[config.mk]
export PLATFORM = sky130hd
export DESIGN_NAME = midi_voice_alloc
export DESIGN_NICKNAME = d
export VERILOG_FILES = /design/src/rtl/midi_voice_alloc_pkg.sv /design/src/rtl/midi_voice_alloc_voice_age_lru.sv /design/src/rtl/midi_voice_alloc.sv
export SDC_FILE = /design/constraint.sdc
export NUM_CORES = 1
export LEC_CHECK = 0
export CORE_ASPECT_RATIO = 0.8
export CORE_UTILIZATION = 63
export DETAILED_ROUTE_END_ITERATION = 10
export DONT_BUFFER_PORTS = 1
export MAX_ROUTING_LAYER = met4
export PLACE_DENSITY = 0.85
export RECOVER_POWER = 100
export SYNTH_ARGS = -nofsm -noshare
export SYNTH_HDL_FRONTEND = slang
export SYNTH_SLANG_ARGS = --single-unit
[constraint.sdc]
create_clock -name clk_i -period 3.4 [get_ports clk_i]
set_input_delay 0.17 -clock clk_i [delete_from_list [all_inputs] [get_ports clk_i]]
set_output_delay 0.17 -clock clk_i [all_outputs]
set_load 0.01 [all_outputs]
[src/rtl/midi_voice_alloc_pkg.sv]
// Shared definitions for the MIDI voice allocator: payload widths, voice
// limits and the note-on allocation decision type.
`ifndef MIDI_PAYLOAD_BITS
`define MIDI_PAYLOAD_BITS 7
`endif
`ifndef MIDI_MAX_VOICES
`define MIDI_MAX_VOICES 16
`endif

package midi_voice_alloc_pkg;

  localparam int unsigned MIDI_NOTE_W     = `MIDI_PAYLOAD_BITS;
  localparam int unsigned MIDI_VOICES_MAX = `MIDI_MAX_VOICES;

  // Outcome of the note-on priority search for the current cycle.
  typedef enum logic [1:0] {
    ALLOC_NONE  = 2'd0,
    ALLOC_MATCH = 2'd1,
    ALLOC_FREE  = 2'd2,
    ALLOC_STEAL = 2'd3
  } alloc_kind_e;

endpackage

[src/rtl/midi_voice_alloc_voice_age_lru.sv]
// Least-recently-triggered tracker. Each voice holds an age rank; the ranks
// always form a permutation of 0..NUM_VOICES-1 with 0 the newest.
// Ports:
//   clk_i, nrst_i   clock, asynchronous active-low reset
//   touch_vld       a voice is being (re)triggered this cycle
//   touch_idx       index of that voice
//   oldest_idx_c    index of the voice whose rank is NUM_VOICES-1
module voice_age_lru #(
  parameter  int unsigned NUM_VOICES = 4,
  localparam int unsigned AGE_BITS   = $clog2(NUM_VOICES)
) (
  input  logic                clk_i,
  input  logic                nrst_i,
  input  logic                touch_vld,
  input  logic [AGE_BITS-1:0] touch_idx,
  output logic [AGE_BITS-1:0] oldest_idx_c
);

  logic [AGE_BITS-1:0] age_q [NUM_VOICES];

  // Touched voice becomes newest; everything newer than it ages by one.
  always_ff @(posedge clk_i or negedge nrst_i) begin
    if (!nrst_i) begin
      for (int v = 0; v < int'(NUM_VOICES); v++) begin
        age_q[v] <= AGE_BITS'(v);
      end
    end else if (touch_vld) begin
      for (int v = 0; v < int'(NUM_VOICES); v++) begin
        if (AGE_BITS'(v) == touch_idx) begin
          age_q[v] <= '0;
        end else if (age_q[v] < age_q[touch_idx]) begin
          age_q[v] <= age_q[v] + AGE_BITS'(1);
        end
      end
    end
  end

  // Exactly one voice carries the maximum rank.
  always_comb begin
    oldest_idx_c = '0;
    for (int v = 0; v < int'(NUM_VOICES); v++) begin
      if (age_q[v] == AGE_BITS'(NUM_VOICES - 1)) begin
        oldest_idx_c = AGE_BITS'(v);
      end
    end
  end

endmodule

[src/rtl/midi_voice_alloc.sv]
// Polyphonic voice scheduler: maps parser note-on/note-off strobes onto
// NUM_VOICES oscillator voices, retriggering a matching voice, else taking
// the lowest free voice, else stealing the least-recently-triggered one.
// Ports:
//   clk_i, nrst_i      clock, asynchronous active-low reset
//   note_i             note number, qualified by the strobes
//   noteOnStrb_i       note-on request
//   noteOffStrb_i      note-off request
//   panic_i            all-notes-off, overrides both strobes
//   voiceNote_o        per-voice note, voice v at [v*W +: W]
//   voiceActive_o      per-voice gate
//   voiceTrigStrb_o    one-cycle (re)assignment pulse per voice
//   stealStrb_o        one-cycle pulse when an active voice was taken
`ifndef MIDI_PAYLOAD_BITS
`define MIDI_PAYLOAD_BITS 7
`endif

module midi_voice_alloc
  import midi_voice_alloc_pkg::*;
#(
  parameter  int unsigned NUM_VOICES = 4,
  localparam int unsigned AGE_BITS   = $clog2(NUM_VOICES)
) (
  input  logic                                    clk_i,
  input  logic                                    nrst_i,
  input  logic [`MIDI_PAYLOAD_BITS-1:0]            note_i,
  input  logic                                    noteOnStrb_i,
  input  logic                                    noteOffStrb_i,
  input  logic                                    panic_i,
  output logic [NUM_VOICES*`MIDI_PAYLOAD_BITS-1:0] voiceNote_o,
  output logic [NUM_VOICES-1:0]                   voiceActive_o,
  output logic [NUM_VOICES-1:0]                   voiceTrigStrb_o,
  output logic                                    stealStrb_o
);

  localparam int unsigned NOTE_W = MIDI_NOTE_W;
  localparam int unsigned IDX_W  = AGE_BITS;

  if (NUM_VOICES < 2 || NUM_VOICES > MIDI_VOICES_MAX) begin : g_bad_num_voices
    $error("midi_voice_alloc: NUM_VOICES out of range");
  end

  logic [NUM_VOICES*NOTE_W-1:0] note_q, note_d;
  logic [NUM_VOICES-1:0]        active_q, active_d;
  logic [NUM_VOICES-1:0]        trig_q, trig_d;
  logic                         steal_q, steal_d;

  logic [NUM_VOICES-1:0] match_c;
  logic                  match_any_c, free_any_c;
  logic [IDX_W-1:0]      match_idx_c, free_idx_c, oldest_idx_c, sel_idx_c;
  alloc_kind_e           kind_c;

  voice_age_lru #(
    .NUM_VOICES (NUM_VOICES)
  ) u_age (
    .clk_i        (clk_i),
    .nrst_i       (nrst_i),
    .touch_vld    (kind_c != ALLOC_NONE),
    .touch_idx    (sel_idx_c),
    .oldest_idx_c (oldest_idx_c)
  );

  // Sounding-note match and free-voice search; descending scan so the
  // lowest index wins.
  always_comb begin
    match_c     = '0;
    match_any_c = 1'b0;
    match_idx_c = '0;
    free_any_c  = 1'b0;
    free_idx_c  = '0;
    for (int v = 0; v < int'(NUM_VOICES); v++) begin
      match_c[v] = active_q[v] && (note_q[v*NOTE_W +: NOTE_W] == note_i);
    end
    for (int v = int'(NUM_VOICES) - 1; v >= 0; v--) begin
      if (match_c[v]) begin
        match_any_c = 1'b1;
        match_idx_c = IDX_W'(v);
      end
      if (!active_q[v]) begin
        free_any_c = 1'b1;
        free_idx_c = IDX_W'(v);
      end
    end
  end

  // Note-on priority: match, then free, then steal the oldest.
  always_comb begin
    kind_c    = ALLOC_NONE;
    sel_idx_c = match_idx_c;
    if (!panic_i && noteOnStrb_i) begin
      if (match_any_c) begin
        kind_c    = ALLOC_MATCH;
        sel_idx_c = match_idx_c;
      end else if (free_any_c) begin
        kind_c    = ALLOC_FREE;
        sel_idx_c = free_idx_c;
      end else begin
        kind_c    = ALLOC_STEAL;
        sel_idx_c = oldest_idx_c;
      end
    end
  end

  // Next voice state; note-off only applies when no note-on is taken.
  always_comb begin
    note_d   = note_q;
    active_d = active_q;
    trig_d   = '0;
    steal_d  = 1'b0;
    if (panic_i) begin
      active_d = '0;
    end else if (kind_c != ALLOC_NONE) begin
      note_d[int'(sel_idx_c)*NOTE_W +: NOTE_W] = note_i;
      active_d[sel_idx_c] = 1'b1;
      trig_d[sel_idx_c]   = 1'b1;
      steal_d             = (kind_c == ALLOC_STEAL);
    end else if (noteOffStrb_i) begin
      active_d = active_q & ~match_c;
    end
  end

  always_ff @(posedge clk_i or negedge nrst_i) begin
    if (!nrst_i) begin
      note_q   <= '0;
      active_q <= '0;
      trig_q   <= '0;
      steal_q  <= 1'b0;
    end else begin
      note_q   <= note_d;
      active_q <= active_d;
      trig_q   <= trig_d;
      steal_q  <= steal_d;
    end
  end

  assign voiceNote_o     = note_q;
  assign voiceActive_o   = active_q;
  assign voiceTrigStrb_o = trig_q;
  assign stealStrb_o     = steal_q;

endmodule

# Word-level counts from Yosys, hierarchy flattened

Index checks and enable logic that the tools add are counted.

Input port bits: 12
Logic and storage cells: 104
Register bits: 45
Output and inout port bits: 37

Reductions and logical operators: 19
Equality and inequality tests: 11
Multiply operators: 1
Mux-type cells: 46
Bitwise operators: 5
Magnitude comparators: 7
Shift-type cells: 2
$add $sub $neg: 5

Operators with widths:

| cell                    | count |
|---|---|
| $mux 2                  | 25 |
| $neg 5->34              | 1 |
| $shift 7x34->28 const A | 1 |
| $shiftx 7x34->28        | 1 |
| $bwmux 28               | 1 |
| $eq 7x7->1              | 4 |
| $mux 4                  | 5 |
| $mux 1                  | 13 |
| $reduce_and 2->1        | 5 |
| $reduce_bool 2->1       | 5 |
| $add 2x1->2 const B     | 4 |
| $eq 2x2->1 const B      | 4 |
| $lt 2x2->1              | 4 |
| $logic_and 1x1->1       | 6 |
| $mul 2x3->5 const B     | 1 |
| $and 4x4->4             | 1 |
| $bmux 2 s2              | 1 |
| $eq 2x2->1 const A      | 2 |
| $not 4->4               | 1 |
| $or 4x4->4              | 1 |
| $ge 3x3->1 const B      | 1 |
| $lt 2x3->1 const B      | 1 |
| $not 2->3               | 1 |
| $reduce_bool 3->1       | 1 |
| 6 further kinds         | 6 |

# Depth between registers and ports, before layout

Gate-level depths: netlist (run 1).

Depth in word-level cells: 15
Depth in mapped cells: 13
Depth with buffers taken out: 12

# Cells and area by module

Synthesis (run 1) repeated with hierarchy kept, for this count alone.

Cells, all modules: 302
Area, all modules: 2972.9 um^2

Modules (own cells, without submodules):

| module           | seq. area each (um^2) | times used | area an instance (um^2) | cells each |
|---|---|---|---|---|
| midi_voice_alloc | 925.9                 | 1          | 2184.6                  | 220 |
| voice_age_lru    | 205.2                 | 1          | 788.3                   | 82 |

# Worst setup path before layout (run 1)

No wires, ideal clock.

Path kind: register to register
Start: register u_age.age_q[4] (netlist name)
End: register note_q[5], in the netlist voiceNote_o[5]
Stages on the path, launching flop included: 14
Library setup time: 0.121 ns
Buffers on the path: 1
Data required time: 3.279 ns
Period minus slack after synthesis: 2.834 ns
Arrival time: 2.713 ns
Setup slack: 0.566 ns
Path through: dfstp_2 ha_1 nand2b_1 nand4b_1 and4_1 o21bai_2 a21oi_4 inv_2 ha_1 nand2_1 inv_1 and3_1 clkbuf_1 a22o_2

Word-level cells in the longest chain between the ends: 11
Elaborated cells on any way between the ends: 12
Those cells by class: add/sub: 1; mul: 1; eq/ne: 1; shift: 2; mux: 7

Ends and longest elaborated chain:

| what                                                       | RTL line                             | text |
|---|---|---|
| start: declaration                                         | midi_voice_alloc_voice_age_lru.sv:19 | `logic [AGE_BITS-1:0] age_q [NUM_VOICES];` |
| start signal: indexed assignment                           | midi_voice_alloc_voice_age_lru.sv:25 | `age_q[v] <= AGE_BITS'(v);` |
| start signal: indexed assignment                           | midi_voice_alloc_voice_age_lru.sv:32 | `age_q[v] <= age_q[v] + AGE_BITS'(1);` |
| $eq 2x2->1 (*)                                             | midi_voice_alloc_voice_age_lru.sv:42 | `if (age_q[v] == AGE_BITS'(NUM_VOICES - 1)) begin` |
| $mux 1 (*)                                                 | midi_voice_alloc_voice_age_lru.sv:42 |  |
| $mux 2 (*) (2 in a row)                                    | midi_voice_alloc_voice_age_lru.sv:42 |  |
| $mux 2 (*)                                                 | midi_voice_alloc.sv:94               | `end else if (free_any_c) begin` |
| $mux 2 (*)                                                 | midi_voice_alloc.sv:91               | `if (match_any_c) begin` |
| $mux 2 (*)                                                 | midi_voice_alloc.sv:90               | `if (!panic_i && noteOnStrb_i) begin` |
| $mul 2x3->5 (*)                                            | midi_voice_alloc.sv:113              | `note_d[int'(sel_idx_c)*NOTE_W +: NOTE_W] = note_i;` |
| $neg 5->34 (*)                                             | midi_voice_alloc.sv:113              |  |
| $shiftx 7x34->28 / $shift 7x34->28 (equally long branches) | midi_voice_alloc.sv:113              |  |
| $bwmux 28 (*)                                              | midi_voice_alloc.sv:113              |  |
| end signal: assignment                                     | midi_voice_alloc.sv:129              | `note_q <= note_d;` |
| end: declaration                                           | midi_voice_alloc.sv:43               | `logic [NUM_VOICES*NOTE_W-1:0] note_q, note_d;` |

Every way passes the cells marked *; elsewhere a longest branch is shown, timed or not.
A chain may end at the register's enable or synchronous reset.

# Worst setup path in the final report (run 1)

Start: register u_age.age_q[2] (netlist name)
End: register note_q[5], in the netlist voiceNote_o[5]

Word-level cells in the longest chain between the ends: 10
Elaborated cells on any way between the ends: 11
Those cells by class: add/sub: 1; mul: 1; eq/ne: 1; shift: 2; mux: 6

Ends and longest elaborated chain:

| what                                                       | RTL line |
|---|---|
| $eq 2x2->1 (*)                                             | midi_voice_alloc_voice_age_lru.sv:42 |
| $mux 2 (*) (2 in a row)                                    | midi_voice_alloc_voice_age_lru.sv:42 |
| $mux 2 (*)                                                 | midi_voice_alloc.sv:94 |
| $mux 2 (*)                                                 | midi_voice_alloc.sv:91 |
| $mux 2 (*)                                                 | midi_voice_alloc.sv:90 |
| $mul 2x3->5 (*)                                            | midi_voice_alloc.sv:113 |
| $neg 5->34 (*)                                             | midi_voice_alloc.sv:113 |
| $shiftx 7x34->28 / $shift 7x34->28 (equally long branches) | midi_voice_alloc.sv:113 |
| $bwmux 28 (*)                                              | midi_voice_alloc.sv:113 |

Marks and branches as above.

==> results of run 1 <==
## where the power goes
part | switching, uW | total (uW) | internal [uW]
Combinational | 64.2 | 117 | 53.0
Sequential | 30.1 | 582 | 552
Clock | 186 | 331 | 146
Total | 280 | 1030 | 750
## cells by family (layout without fill, tap and decap cells)
kind of cell,Yosys count,after routing,share of synthesized area (%)
XOR/XNOR,28,28,11.22
adder cells (fa/ha/maj),7,7,3.179
flip-flops,45,45,41.05
buffers and inverters,19,35,4.268
AND/OR/NAND/NOR,61,61,15.90
AO/OA/AOI/OAI,72,72,21.39
multiplexers,7,7,2.997
## sequential cells by signal (all words and copies together) (netlist names)
register,cells
voiceNote_o,28
u_age.age_q,8
stealStrb_o,1
voiceTrigStrb_o,4
voiceActive_o,4
## area by class of cell
class	instances	area [um2]
sequential	45	1131
tap	57	71.32
clock buffer	7	76.32
inverter	9	33.78
clock inverter	1	7.507
fill	283	1215
multi-input combinational	175	1485
timing repair buffer	18	157.7
## routing by layer
| layer | vias to the layer above | routed length [um] | share of wire (%) |
|---|---|---|---|
| met5 | - | 0 | 0 |
| met4 | 0 | 111 | 1.6 |
| met3 | 19 | 698 | 10 |
| met2 | 140 | 2922 | 43 |
| met1 | 1075 | 3043 | 45 |
| li1 | 937 | - | - |
## placed cells by master, fill, tap and decap left out, drive strengths merged, types with 9 or more instances in the layout
master | synthesis | layout
dfrtp | 41 | 41
a22o | 29 | 29
xnor2 | 15 | 15
dlygate4sd3 | 0 | 13
xor2 | 13 | 13
nor2 | 10 | 10
clkbuf | 2 | 10
nand2 | 9 | 9
inv | 9 | 9
a21oi | 9 | 9
nand4 | 9 | 9
## metrics by stage
| step | hold slack (ps) | cells | worst slack, ps |
|---|---|---|---|
| 2_1_floorplan | -125.6 | 239 | 565.8 |
| 3_3_place_gp | -124.6 | 290 | 413.7 |
| 3_5_place_dp | -124.7 | 290 | 293.7 |
| 4_1_cts | 1.048 | 307 | 263.4 |
| 5_1_grt | -1.055 | 312 | 28.25 |
| 6_report | 3.024 | 312 | 222.8 |
## final timing paths
check                               start         endpoint  slack [ps]
max in group asynchronous          nrst_i  voiceNote_o[25]         980
max reg2reg                u_age.age_q[2]   voiceNote_o[5]         220
min in group asynchronous          nrst_i   voiceNote_o[9]        1110
max                        u_age.age_q[2]   voiceNote_o[5]         220
min reg2reg                u_age.age_q[4]   u_age.age_q[4]         570
min                             note_i[4]  voiceNote_o[11]           3
## timing repair
action                                  4_1_cts  5_1_grt
endpoints found under the setup margin        0        0
hold buffers                                  9        5
hold endpoints to repair                     60        5
==> flow_summary.json, run 1 <==
{
  "status": "finished, violations left",
  "violations": "max-capacitance violations, max-slew violations",
  "grtUsageMet2_pct": 47.14,
  "yosysTopAreaCell": "dfrtp_1",
  "slowest_delay_ps": 450,
  "path_delay_family": "simple AND/OR/NAND/NOR gates",
  "post_cts_buffers": 0,
  "core_um2": 4178,
  "period_minus_slack_ps": 3177,
  "timing.final.crit_share_pct": 93.45,
  "clock-sinks": 45,
  "cp_slowest_cell": "dfrtp_1",
  "root_buffer": "clkbuf_8",
  "hp-class": "primary input to register",
  "grt_pass1_vias": 2003,
  "grt.total_usage_pct": 32.26,
  "skew_ps": 8.878,
  "synth.most_common_cell": "dfrtp_1",
  "p_total_uw": 1030,
  "power.leakage_uw": 0.001283,
  "synthTopCellsByArea": "dfrtp_1, a22o_1, dfstp_2",
  "netlist_instances": 239,
  "drtPass1Iterations": 5,
  "fin_util_pct": 70.92,
  "finalHoldViolations": 0,
  "placementRows": 21,
  "grt_max_degree": 46,
  "busiest_layer": "met2",
  "ctsResizeCount": 0,
  "slew_viol_final": 46,
  "stdcell_area_um2": 2963,
  "setup_tns_ps": 0,
  "finalWeightedCongestion": 1.007,
  "die_width_um": 75.94,
  "critPathMostFrequentCell": "ha_1",
  "pin_count": 49,
  "ys_ff_latch": 45,
  "critPathBufInv": 2,
  "viasPerCell": 6.958,
  "clk_pin_slew_ps": 80,
  "diodes": 0,
  "mappedNetlistArea_um2": 2755,
  "cp.depth": 12,
  "worstMarginPinSlew_ps": 2310,
  "async_reset_ff_share_pct": 100.0,
  "portBuffers": 0,
  "wl_per_cell_um": 21.71,
  "setup_viol": 0,
  "wl_um": 6775,
  "initial_core_util_pct": 65.95,
  "met1_usage_pct": 44.26,
  "min_path_cells": 1,
  "synthFlopType": "dfrtp_1",
  "placedInstanceArea_um2": 2773,
  "timing.slew.headroom_pct": -53.98,
  "antenna_found_initial": 0,
  "nets": 273,
  "startpoint_type": "register",
  "area_growth_pct": 7.539,
  "clk-insertion-delay-late_ps": 300,
  "synth_common_cells": "dfrtp_1, a22o_1, xnor2_1",
  "htreeDepth": 2,
  "crit_chain": "ha_1, nand2b_1, nand4b_1, and4_1, o21bai_2, a21oi_4, inv_2, ha_1, nand2_1, inv_1, and3_1, a22o_2",
  "layout-drive-gt1-share_pct": 16.08,
  "maxCapViolations": 1,
  "tritoncts": "done",
  "fmax_ghz": 0.3147,
  "cp.required_ps": 3590,
  "rsz0062_at_grt": "false",
  "grt_overflow_total": 0,
  "numCtsBuffers": 5,
  "cts_buffer_depth": 2,
  "p_per_area_nw_per_um2": 347.7,
  "ys_types": 62,
  "ff2ff_path_depth": 12,
  "crit_path_end_kind": "register",
  "grt_pass1_wl_um": 10870,
  "critical_path_class": "register to register",
  "die_y_um": 61.15,
  "dieArea_um2": 4643,
  "ys.warnings.count": 0,
  "drt_iter0_drc": 277,
  "vias": 2171,
  "syn_area_per_cell_um2": 11.53,
  "dp_hpwl_um": 4653,
  "yosysTopAreaCellShare_pct": 37.24,
  "drc": 0,
  "syn-num-nets": 258,
  "grt_use_met3_pct": 9.185,
  "ys_seq_area_share_pct": 41.05,
  "ant_nets": 0,
  "synth_edf_count": 0,
  "irDropWorstVdd_uv": 254.3,
  "arrival_ps": 3370,
  "cp_max_fo": 9
}
(Power assumes the default switching activity.)
==> inputs of run 2 (changes only) <==
--- a/config.mk
+++ b/config.mk
@@ -5,7 +5,6 @@
 export SDC_FILE = /design/constraint.sdc
 export NUM_CORES = 1
 export LEC_CHECK = 0
-export CORE_ASPECT_RATIO = 0.8
 export CORE_UTILIZATION = 63
 export DETAILED_ROUTE_END_ITERATION = 10
 export DONT_BUFFER_PORTS = 1
==> run 2 against run 1 <==
  * The run still ends with max-capacitance violations, max-slew violations left
  * Power rose by 0.37%
  * Clock skew decreased by 1.5 ps
  * First-iteration DRC count down 20%
  * Largest cell class unchanged
  * Design area up 2.4%
  * Fmax grew 1.9%
  * Non-clock buffer count up 10
  * Clock power shrank 2%
  * Largest power group unchanged
==> flow_summary.json, run 2 (synthesis gave the netlist of run 1 again) <==
{
  "worstMarginPinSlew_ps": 2354,
  "period_minus_slack_ps": 3117,
  "drt_iter0_drc": 221,
  "fmax_ghz": 0.3208,
  "drc": 0,
  "ant_nets": 0,
  "layout-drive-gt1-share_pct": 17.80,
  "setup_viol": 0,
  "largest_reg_flops": 28,
  "die_y_um": 68.13,
  "viasPerCell": 7.019,
  "drtPass1Iterations": 5,
  "final_cell_mix": "dfrtp_1, a22o_1, dlygate4sd3_1",
  "cp_slowest_cell": "dfrtp_1",
  "portBuffers": 0,
  "r2r_slack_ps": 280,
  "r2r_end": "voiceNote_o[2]",
  "cp.required_ps": 3640,
  "finalHoldViolations": 0,
  "clk_pin_slew_ps": 80,
  "htreeDepth": 2,
  "min_path_cells": 1,
  "die_width_um": 68.13,
  "core_um2": 4086,
  "fill_cells": 261,
  "root_buffer": "clkbuf_8",
  "startpoint_type": "register",
  "maxCapViolations": 1,
  "clk-insertion-delay-late_ps": 300,
  "holdCritStartpoint": "note_i[6]",
  "area_growth_pct": 10.08,
  "grt.total_usage_pct": 34.22,
  "wl_per_cell_um": 22.83,
  "initial_core_util_pct": 67.42,
  "wl_um": 7169,
  "diodes": 0,
  "hp-class": "primary input to register",
  "timing.final.crit_share_pct": 91.69,
  "arrival_ps": 3350,
  "p_per_area_nw_per_um2": 340.9,
  "crit_path_end_kind": "register",
  "slowest_delay_ps": 450,
  "pin_count": 49,
  "crit_chain": "ha_1, or2_1, o2111ai_1, o21ai_1, o211ai_2, ha_1, nand2_1, inv_1, and3_1, a22o_1",
  "violations": "max-capacitance violations, max-slew violations",
  "grt_pass1_wl_um": 11050,
  "status": "finished, violations left",
  "fin_cells": 314,
  "cts_buffer_depth": 2,
  "irDropWorstVdd_uv": 303.1,
  "critical_path_class": "register to register",
  "antenna_found_initial": 0,
  "grt_max_degree": 46,
  "final_common_cell": "dfrtp_1",
  "vias": 2204,
  "tritoncts": "done",
  "clock-sinks": 45,
  "place_inst": 288,
  "nets": 283,
  "setup_tns_ps": 0,
  "dp_hpwl_um": 4644,
  "grt_pass1_vias": 2115,
  "numCtsBuffers": 5,
  "ff2ff_path_depth": 10,
  "cp_max_fo": 8,
  "timing.slew.headroom_pct": -56.92,
  "grt_overflow_total": 0,
  "critPathMostFrequentCell": "ha_1",
  "rsz0062_at_grt": "false",
  "holdPathEnd": "voiceNote_o[6]",
  "reg2reg_from": "u_age.age_q[2]",
  "skew_ps": 7.330,
  "slew_viol_final": 46,
  "placementRows": 23,
  "power.leakage_uw": 0.001324,
  "dieArea_um2": 4642,
  "finalWeightedCongestion": 0.9349
}
run 2: cell type report:
| cell class | count | area, um2 | area share (%) |
|---|---|---|---|
| multi-input cells | 175 | 1495 | 49.30 |
| repair buffers | 28 | 225.2 | 7.426 |
| inverters | 9 | 33.78 | 1.114 |
| clock buffers | 5 | 68.82 | 2.269 |
| well taps | 50 | 62.56 | 2.063 |
| clock inverters | 2 | 16.27 | 0.5363 |
| flip-flops and latches | 45 | 1131 | 37.29 |
run 2: stage by stage:
step	hold WS (ps)	instance area [um2]	setup slack, ps	total power [uW]	util, %
floorplan	-125.6	2755	565.8	680.2	-
global placement	-124.8	2801	222.8	678.9	68.55
detailed placement	-124.8	2801	208.4	683.2	68.55
CTS	0.3022	3004	172.5	1025	73.52
global route	-0.4926	3033	31.38	1074	74.22
finish	2.110	3033	282.6	1034	74.22
run 2: routing by layer:
metal  vias up  global-route usage, %  wire [um]
li1        953                      -          -
met1      1081                  45.80       3035
met2       155                  50.00       3289
met3        15                  8.500        742
met4         0                  12.50        101
met5         -                      -          0
run 2: timing repair:
action / CTS / global route
setup endpoints to repair: 0 / 7
endpoints found under the hold margin: 57 / 9
buffers inserted: 0 / 3
hold buffers: 10 / 6
resized for setup: 0 / 0
run 2: worst max-delay path: cells and delay by family, from the launching register on:
family                   cells  cell delay, ps
adder cells (fa/ha/maj)      2             590
flip-flops                   1             450
AND/OR/NAND/NOR              3             840
AO/OA/AOI/OAI                4             980
buffers and inverters        1             190
run 2: worst max path at each step:
stage                           endpoint  slack [ps]  depth (start not counted)            start
final                     voiceNote_o[2]         280                         10   u_age.age_q[2]
after global routing      voiceNote_o[2]          30                         10   u_age.age_q[2]
after CTS                 voiceNote_o[5]         170                         11  voiceNote_o[25]
after detailed placement  voiceNote_o[5]         210                         12   u_age.age_q[4]
after global placement    voiceNote_o[5]         220                         12   u_age.age_q[4]
after floorplan           voiceNote_o[5]         570                         13   u_age.age_q[4]
run 2: power by group:
part / total [uW] / switching, uW / internal (uW)
Clock: 325 / 183 / 142
Combinational: 127 / 69.9 / 57.1
Sequential: 582 / 30.3 / 552
Total: 1030 / 284 / 750
==> inputs of run 3 (changes only) <==
==> constraint.sdc (replaced) <==
create_clock -name clk_i -period 3.4 [get_ports clk_i]
set_input_delay 0.68 -clock clk_i [delete_from_list [all_inputs] [get_ports clk_i]]
set_output_delay 0.68 -clock clk_i [all_outputs]
set_load 0.01 [all_outputs]
==> run 3 against run 2 <==
  * The flow now finishes without violations
  * Routed wire length is 13% lower
  * Power is 3.7% higher
  * Clock skew is 2.6 ps lower
  * Largest power group unchanged
==> flow_summary.json, run 3 (synthesis gave the netlist of run 1 again) <==
{
  "status": "finished clean",
  "wl_um": 6204,
  "finalWeightedCongestion": 0.9635,
  "met2_length_um": 2784,
  "cp_max_fo": 9,
  "dp_hpwl_um": 4476,
  "clk_pin_slew_ps": 80,
  "hold_buffers": 0,
  "antenna_found_initial": 0,
  "pin_count": 49,
  "vias": 1996,
  "clk-insertion-delay-late_ps": 300,
  "cp.required_ps": 3590,
  "register_area_um2": 1131,
  "finalHoldViolations": 0,
  "maxCapViolations": 0,
  "post_cts_buffers": 0,
  "dieArea_um2": 4642,
  "routed.top_layer": "met4",
  "largest_reg_flops": 28,
  "root_buffer": "clkbuf_8",
  "wl_per_cell_um": 21.25,
  "area_growth_pct": 3.906,
  "period_minus_slack_ps": 3186,
  "clock-sinks": 45,
  "die_width_um": 68.13,
  "grt.total_usage_pct": 30.72,
  "diodes": 0,
  "power.leakage_uw": 0.001250,
  "drc": 0,
  "ctsResizeCount": 0,
  "wl_met1_um": 2885,
  "drt_iter0_drc": 154,
  "final_common_cell": "dfrtp_1",
  "ant_nets": 0,
  "startpoint_type": "register",
  "reg2reg_from": "voiceNote_o[17]",
  "slew_viol_final": 0,
  "timing.final.crit_share_pct": 93.71,
  "fmax_ghz": 0.3139,
  "grt_overflow_total": 0,
  "portBuffers": 0,
  "final_cell_mix": "dfrtp_1, a22o_1, xnor2_1",
  "numCtsBuffers": 5,
  "setup_viol": 0,
  "ff2ff_path_depth": 10,
  "worstMarginPinSlew_ps": 681.1,
  "die_y_um": 68.13,
  "core_um2": 4086,
  "setup_tns_ps": 0,
  "viasPerCell": 6.836,
  "timing.slew.headroom_pct": 54.47,
  "startpoint": "voiceNote_o[17]",
  "irDropWorstVdd_uv": 349.5,
  "grt_pass1_vias": 1968,
  "crit_path_end_kind": "register",
  "nets": 261,
  "initial_core_util_pct": 67.42,
  "multi_input_area_um2": 1489,
  "fill_cells": 312,
  "grt_pass1_wl_um": 10010,
  "cts_buffer_depth": 2,
  "rsz0062_at_grt": "false",
  "grt_max_degree": 46,
  "tritoncts": "done",
  "skew_ps": 4.779,
  "htreeDepth": 2,
  "drtPass1Iterations": 4,
  "layout-drive-gt1-share_pct": 19.83,
  "placementRows": 23,
  "whs_ps": 65.82,
  "wl_met3_um": 464,
  "arrival_ps": 3380,
  "p_per_area_nw_per_um2": 374.5,
  "critical_path_class": "register to register",
  "hp-class": "primary input to asynchronous set/reset pin"
}
[run 3: cell types whose count changed in the layout (fill, tap and decap cells not counted), sizes merged]
cell and change:
clkinv -1, clkbuf -4, dlygate4sd3 -15, clkinvlp -1, bufinv +1, buf -3, inv +1
[run 3: cell type report]
cell class              count  area share [%]
clock buffers               5           2.404
flip-flops and latches     45           39.51
inverters                   9           1.180
clock inverters             2           1.355
repair buffers              6           1.355
well taps                  50           2.185
multi-input cells         175           52.01
[run 3: worst paths after layout]
kind,end,slack [ps]
worst max-delay path,u_age.age_q[5],210
worst min-delay path,voiceActive_o[3],70
worst max register to register,u_age.age_q[5],210
worst min register to register,u_age.age_q[4],580
max in group asynchronous,u_age.age_q[3],3150
min in group clk_i,voiceActive_o[1],430
[run 3: through the flow]
stage	total power, uW	instance area (um2)	std cells	utilization (%)	setup WS (ps)
floorplan	680.2	2755	239	-	252.9
global placement	681.1	2779	285	68.00	356.6
detailed placement	683.9	2779	285	68.00	317.2
CTS	1082	2887	292	70.64	346.4
global route	1107	2863	292	70.06	71.67
finish	1072	2863	292	70.06	213.9
[run 3: critical path: stages, from the launching register on]
cell      delay, ps
dfrtp_1         480
xnor2_2         240
nand4_4         120
nor4b_2         660
o21bai_2        300
a21oi_4         110
clkbuf_2        210
mux2i_2         500
and2_4          260
a21oi_2          50
a21boi_2        150
[run 3: routing by layer]
metal  vias to the layer above  global-route usage [%]
met4                         0                   11.46
met5                         -                       -
li1                        910                       -
met3                         7                   6.667
met2                        93                   43.87
met1                       986                   42.61
[run 3: where the power goes]
group,switching [uW],internal [uW]
clock,181,218
combinational,49.7,44.1
sequential,28.6,552
total,259,813
